$ cat config.mk
export PLATFORM = sky130hd
export DESIGN_NAME = counter_mod_n
export DESIGN_NICKNAME = d
export VERILOG_FILES = /design/src/rtl/counter_pkg.sv /design/src/rtl/tick_prescaler.sv /design/src/rtl/counter_mod_n.sv
export SDC_FILE = /design/constraint.sdc
export NUM_CORES = 1
export LEC_CHECK = 0
export CORE_MARGIN = 4
export CORE_UTILIZATION = 40
export DETAILED_ROUTE_END_ITERATION = 16
export PLACE_DENSITY = 0.67
export SETUP_SLACK_MARGIN = 0.5
export SLEW_MARGIN = 20
export SYNTH_ARGS = -nofsm -noshare
export SYNTH_HDL_FRONTEND = slang
export SYNTH_SLANG_ARGS = --single-unit
$ cat constraint.sdc
create_clock -name clock -period 2.3 [get_ports clock]
set_clock_uncertainty 0.05 [all_clocks]
set_input_delay 0.46 -clock clock [delete_from_list [all_inputs] [get_ports clock]]
set_output_delay 0.46 -clock clock [all_outputs]
set_load 0.01 [all_outputs]
$ cat src/rtl/counter_pkg.sv
// Shared constants for the modulo-N counter family.
package counter_pkg;

  // Boundary behaviour when a step is taken at the terminal value.
  typedef enum logic {
    MODE_WRAP = 1'b0,
    MODE_SAT  = 1'b1
  } count_mode_e;

endpackage

$ cat src/rtl/tick_prescaler.sv
// Divides qualifying enable cycles down to one tick every PRESCALE enables.
module tick_prescaler #(
  parameter int PRESCALE = 1
) (
  input  logic clock,
  input  logic reset,
  input  logic clear,
  input  logic enable,
  output logic tick
);

  localparam int PW = (PRESCALE > 1) ? $clog2(PRESCALE) : 1;
  localparam logic [PW-1:0] LAST = PW'(PRESCALE - 1);

  logic [PW-1:0] cnt_q, cnt_d;

  // A clear on the same edge wins, so no tick leaks out of a cleared cycle.
  assign tick = enable && !clear && (cnt_q == LAST);

  // Next prescale count: restart on clear, advance on enable, hold otherwise.
  always_comb begin
    cnt_d = cnt_q;
    if (clear) begin
      cnt_d = '0;
    end else if (enable) begin
      cnt_d = tick ? '0 : cnt_q + PW'(1);
    end
  end

  // Prescale count register; reset discards any partial count.
  always_ff @(posedge clock or posedge reset) begin
    if (reset) begin
      cnt_q <= '0;
    end else begin
      cnt_q <= cnt_d;
    end
  end

endmodule

$ cat src/rtl/counter_mod_n.sv
// Up/down modulo-N counter with prescaler, wrap or saturate at the ends,
// combinational terminal count and a registered boundary event pulse.
module counter_mod_n
  import counter_pkg::*;
#(
  parameter int          WIDTH     = 8,
  parameter int          MAX_VALUE = 2**WIDTH - 1,
  parameter int          PRESCALE  = 1,
  parameter count_mode_e MODE      = MODE_WRAP
) (
  input  logic             clock,
  input  logic             reset,
  input  logic             clear,
  input  logic             load,
  input  logic [WIDTH-1:0] load_value,
  input  logic             enable,
  input  logic             up,
  output logic [WIDTH-1:0] q,
  output logic             tc,
  output logic             boundary
);

  localparam logic [WIDTH-1:0] MAX_V = WIDTH'(MAX_VALUE);

  logic [WIDTH-1:0] count_q, count_d;
  logic             boundary_q, boundary_d;
  logic             tick;
  logic             step;
  logic [WIDTH-1:0] load_clamped;

  // Load also restarts the prescale window so a fresh value gets full spacing.
  tick_prescaler #(
    .PRESCALE (PRESCALE)
  ) u_prescaler (
    .clock  (clock),
    .reset  (reset),
    .clear  (clear | load),
    .enable (enable),
    .tick   (tick)
  );

  assign step         = tick && !clear && !load;
  assign load_clamped = (load_value > MAX_V) ? MAX_V : load_value;
  assign tc           = up ? (count_q == MAX_V) : (count_q == '0);
  assign q            = count_q;
  assign boundary     = boundary_q;

  // Next count and boundary event: clear > load > step; only steps raise boundary.
  always_comb begin
    count_d    = count_q;
    boundary_d = 1'b0;
    if (clear) begin
      count_d = '0;
    end else if (load) begin
      count_d = load_clamped;
    end else if (step) begin
      boundary_d = tc;
      if (up) begin
        if (count_q < MAX_V) begin
          count_d = count_q + WIDTH'(1);
        end else if (MODE == MODE_WRAP) begin
          count_d = '0;
        end
      end else begin
        if (count_q > '0) begin
          count_d = count_q - WIDTH'(1);
        end else if (MODE == MODE_WRAP) begin
          count_d = MAX_V;
        end
      end
    end
  end

  // Count and boundary registers with asynchronous reset to zero.
  always_ff @(posedge clock or posedge reset) begin
    if (reset) begin
      count_q    <= '0;
      boundary_q <= 1'b0;
    end else begin
      count_q    <= count_d;
      boundary_q <= boundary_d;
    end
  end

endmodule

Word level (Yosys, flattened, before mapping)
Index checks and enable logic that the tools add are counted.
Cells by class
  div/mod/pow operators: 0
  add/subtract/negate cells: 3
  muxes and demuxes: 14
  bitwise operators: 2
  multiply operators: 0
  reduce and logical (&&, ||, !) cells: 10
  equality and inequality tests: 1
  shift-type cells: 0
  magnitude comparators: 3
Operator list (count)
  $mux W8: 7
  $add A8 B1 Y8 const B: 1
  $eq A8 B8 Y1 const B: 1
  $gt A8 B1 Y1 const B: 1
  $gt A8 B8 Y1 const B: 1
  $logic_not A8 Y1: 1
  $lt A8 B8 Y1 const B: 1
  $sub A8 B1 Y8 const B: 1
  $mux W1: 7
  $logic_and A1 B1 Y1: 4
  $logic_not A1 Y1: 3
  $reduce_bool A3 Y1: 1
  $reduce_bool A2 Y1: 1
  $add A1 B1 Y1 const B: 1
  $not A1 Y1: 1
  $or A1 B1 Y1: 1
Word-level totals
  output and inout bits: 10
  bits in latches: 0
  logic and storage cells: 36
  RAM bits: 0
  input bits: 14
  memories: 0
  memory bits (read-only): 0
  register bits after elaboration: 10

Longest topological paths before layout
  word-level depth: 9
  mapped depth: 7
  gate-level depth less buffers: 6

By module
Synthesis repeated with hierarchy kept, for this count alone.
Second synthesis, totals
  cells, all modules: 112
  area, all modules: 950.9 um^2
Modules (own cells, without submodules)
  counter_mod_n: times used 1, seq. area each 225.2 um^2, cells each 108, area an instance 907.1 um^2
  tick_prescaler: times used 1, seq. area each 25.0 um^2, cells each 4, area an instance 43.8 um^2

Least setup slack after synthesis
No wires, ideal clock.
  path kind: flip-flop to output port
  start: register count_q[0] (netlist: q[0])
  end: output port tc
  path buffers: 0
  data required time: 1790 ps
  path slack: 468 ps
  data arrival time: 1322 ps
  stages on the path, launching flop included: 5
  path through: dfrtp_1 -> ha_1 -> nand3_1 -> or3_1 -> nand2_1
On the way
  word-level cells in the longest chain between the ends: 2
  elaborated cells between the ends (all ways): 3
  those cells by class: eq/ne: 1; mux: 1; reduce/logical: 1
Ends and longest elaborated chain
  from (decl): RTL line counter_mod_n.sv:25  | logic [WIDTH-1:0] count_q, count_d;
  from (signal assigned): RTL line counter_mod_n.sv:80  | count_q <= count_d;
  $eq A8 B8 Y1 or $logic_not A8 Y1 (tied branches): RTL line counter_mod_n.sv:44  | assign tc = up ? (count_q == MAX_V) : (count_q == '0);
  $mux W1 *: RTL line counter_mod_n.sv:44
  to (decl): RTL line counter_mod_n.sv:19  | output logic tc,
Mark *: on every way between the ends. The rest lies on a longest branch, timed or not.

Final worst setup path
  start: register count_q[1] (netlist: q[1])
  end: output port tc
Same word-level chain as after synthesis.

==> results.cfg <==
[clock_tree]
clock-sinks = 10
clock_latency_ns = 0.27
htreeDepth = 1
clockBufferDepth = 2
cts_root_buf = clkbuf_4
cts_made_buffers = 3
cts_tree = built
clk_pin_slew_ns = 0.08

[run]
drv_cap = 0

[logic_synthesis]
synthTopCellsByCount = 14 x nand2_1, 10 x dfrtp_1, 9 x a21oi_1, 9 x nand3_1
synthesis.area_um2 = 977
syn_inst = 127
yosys-top-cells-area = dfrtp_1 26%, nand2_1 5.4%, a21oi_1 4.6%
synthArstFlopShare = 1.00
synthFlopType = dfrtp_1
seq_area_frac_synth = 0.256
ys_types = 45
yosysMostFrequentCell = nand2_1
synth_nets = 144
synth_edf_count = 0
synth_seq_cells = 10
ys_warn_count = 0
yosysTopAreaCell = dfrtp_1
postSynthAreaPerCell_um2 = 7.69
synth_top_area_frac = 0.256

[detailed_routing]
drtIter0Drc = 77
avgRoutedWirePerCell_um = 16.7
drt_wl_total_mm = 3.37
via_count = 1222
drtAntennaViolNets = 0
first_pass_iters = 5
vias_per_cell = 6.05
drc = 0

[layout]
area_delta_synth_final_pct = 54.2
final_util = 0.662
antenna_cells = 0
fin_nets = 192
fin_cells = 202
drive_gt1_frac = 0.310
fill_cells = 198

[global_routing]
grt_usage = 0.216
antenna_found_initial = 0
grt_max_degree = 16
grt_pass1_vias = 1197
grt_pass1_wl_mm = 5.62
overflow = 0

[die]
rows = 17
initial_core_util = 0.429
die_area_mm2 = 0.00330
die_h_um = 57.4
coreArea_mm2 = 0.00228
die-width_um = 57.4
ioPinCount = 24

[outcome]
status = finished, final reports clean

[sta]
setup_ws_ns = 0.340
relSlewSlack = 0.723
hold_viol_final = 0
tightest_slew_ns = 0.415
fmax_mhz = 510
slew_viol_final = 0
rsz0062_at_grt = true
fin_crit_ns = 1.96
final-setup-viol-count = 0
fin_crit_sh = 0.852
tns_ns = 0

[critical_path]
crit_fanout = 2
crit_path_start_kind = register
arrival_ns = 1.45
required_ns = 1.79
path_class = reg -> out
cp-end-kind = output pin

[placement]
numPortBuffers = 23
gp_congestion = 1.00
dpl.cell_count = 187
place_ws_ns = -0.264
dpl.hpwl_mm = 2.36

[power_and_ir_drop]
vdd_drop_max_mv = 0.369
total_power_uw = 672
leakagePower_nw = 0.698
power.density_mw_per_mm2 = 446

[min_path]
min_path_type = in -> async
-- worst max-delay path: stages (launching register included) --
cell	delay, ns
dfrtp_1	0.36
ha_2	0.20
nand3_2	0.09
or3_4	0.34
nand2_1	0.06
buf_2	0.12
-- layer usage --
metal / global-route usage / up-vias / wire [um]
met1: 0.286 / 569 / 1370
met3: 0.0362 / 10 / 366
met2: 0.337 / 77 / 1570
met5: 0 / - / 0
met4: 0.106 / 0 / 63
li1: - / 566 / -
-- final timing paths --
path	from	endpoint	slack (ns)	depth (start not counted)
max in group asynchronous	reset	q[7]$_DFFE_PP0P_	1.46	2
max reg2reg	q[1]$_DFFE_PP0P_	q[7]$_DFFE_PP0P_	0.49	8
min	reset	q[5]$_DFFE_PP0P_	0.42	2
min in group clock	u_prescaler.cnt_q$_DFFE_PP0P_	u_prescaler.cnt_q$_DFFE_PP0P_	0.54	1
min reg2reg	u_prescaler.cnt_q$_DFFE_PP0P_	u_prescaler.cnt_q$_DFFE_PP0P_	0.54	1
max	q[1]$_DFFE_PP0P_	tc	0.34	5
-- sequential cells by signal (all words and copies together) (netlist names) --
name               flops
u_prescaler.cnt_q      1
boundary               1
q                      8
-- placed cells by master, fill, tap and decap left out, types with 3 or more instances in the layout --
cell type | netlist | routed
nand2_1 | 14 | 14
dlygate4sd2_1 | 0 | 7
nor4b_1 | 3 | 3
inv_1 | 7 | 7
dfrtp_1 | 10 | 8
buf_4 | 1 | 31
clkdlybuf4s50_1 | 0 | 12
nand3_1 | 9 | 8
nor2_1 | 6 | 6
o21ai_0 | 3 | 3
a21oi_1 | 9 | 9
nor3_1 | 5 | 5
clkbuf_4 | 0 | 3
-- final cells by class --
type                    count  area (um2)  share of cell area
repair buffers             56         472               0.313
inverters                   7        26.3              0.0174
clock buffers               4        36.3              0.0241
well taps                  28        35.0              0.0233
multi-input cells          97         684               0.454
flip-flops and latches     10         253               0.168
-- kinds of logic after synthesis --
family                   share of synthesized area
AO/OA/AOI/OAI                                0.283
adder cells (fa/ha/maj)                     0.0384
XOR/XNOR                                    0.0359
buffers and inverters                       0.0935
AND/OR/NAND/NOR                              0.282
multiplexers                                0.0115
flip-flops                                   0.256
-- per-stage QoR --
step,cell area [um2],hold WS [ns]
global placement,1350,0.523
floorplan,987,0.250
finish,1510,0.423
global route,1510,0.468
CTS,1430,0.442
detailed placement,1350,0.525
-- report_power, final --
part           total (mW)  leakage (nW)  internal, mW  switching, mW
sequential          0.206         0.129         0.189         0.0171
combinational       0.298         0.547         0.152          0.146
clock               0.168        0.0210        0.0963         0.0716
-- timing repair --
action,in CTS,in global routing
hold buffers,0,0
buffers inserted,5,6
resized for setup,18,10
setup endpoints to repair,12,8
pin swaps,2,1
(Power assumes the default switching activity.)
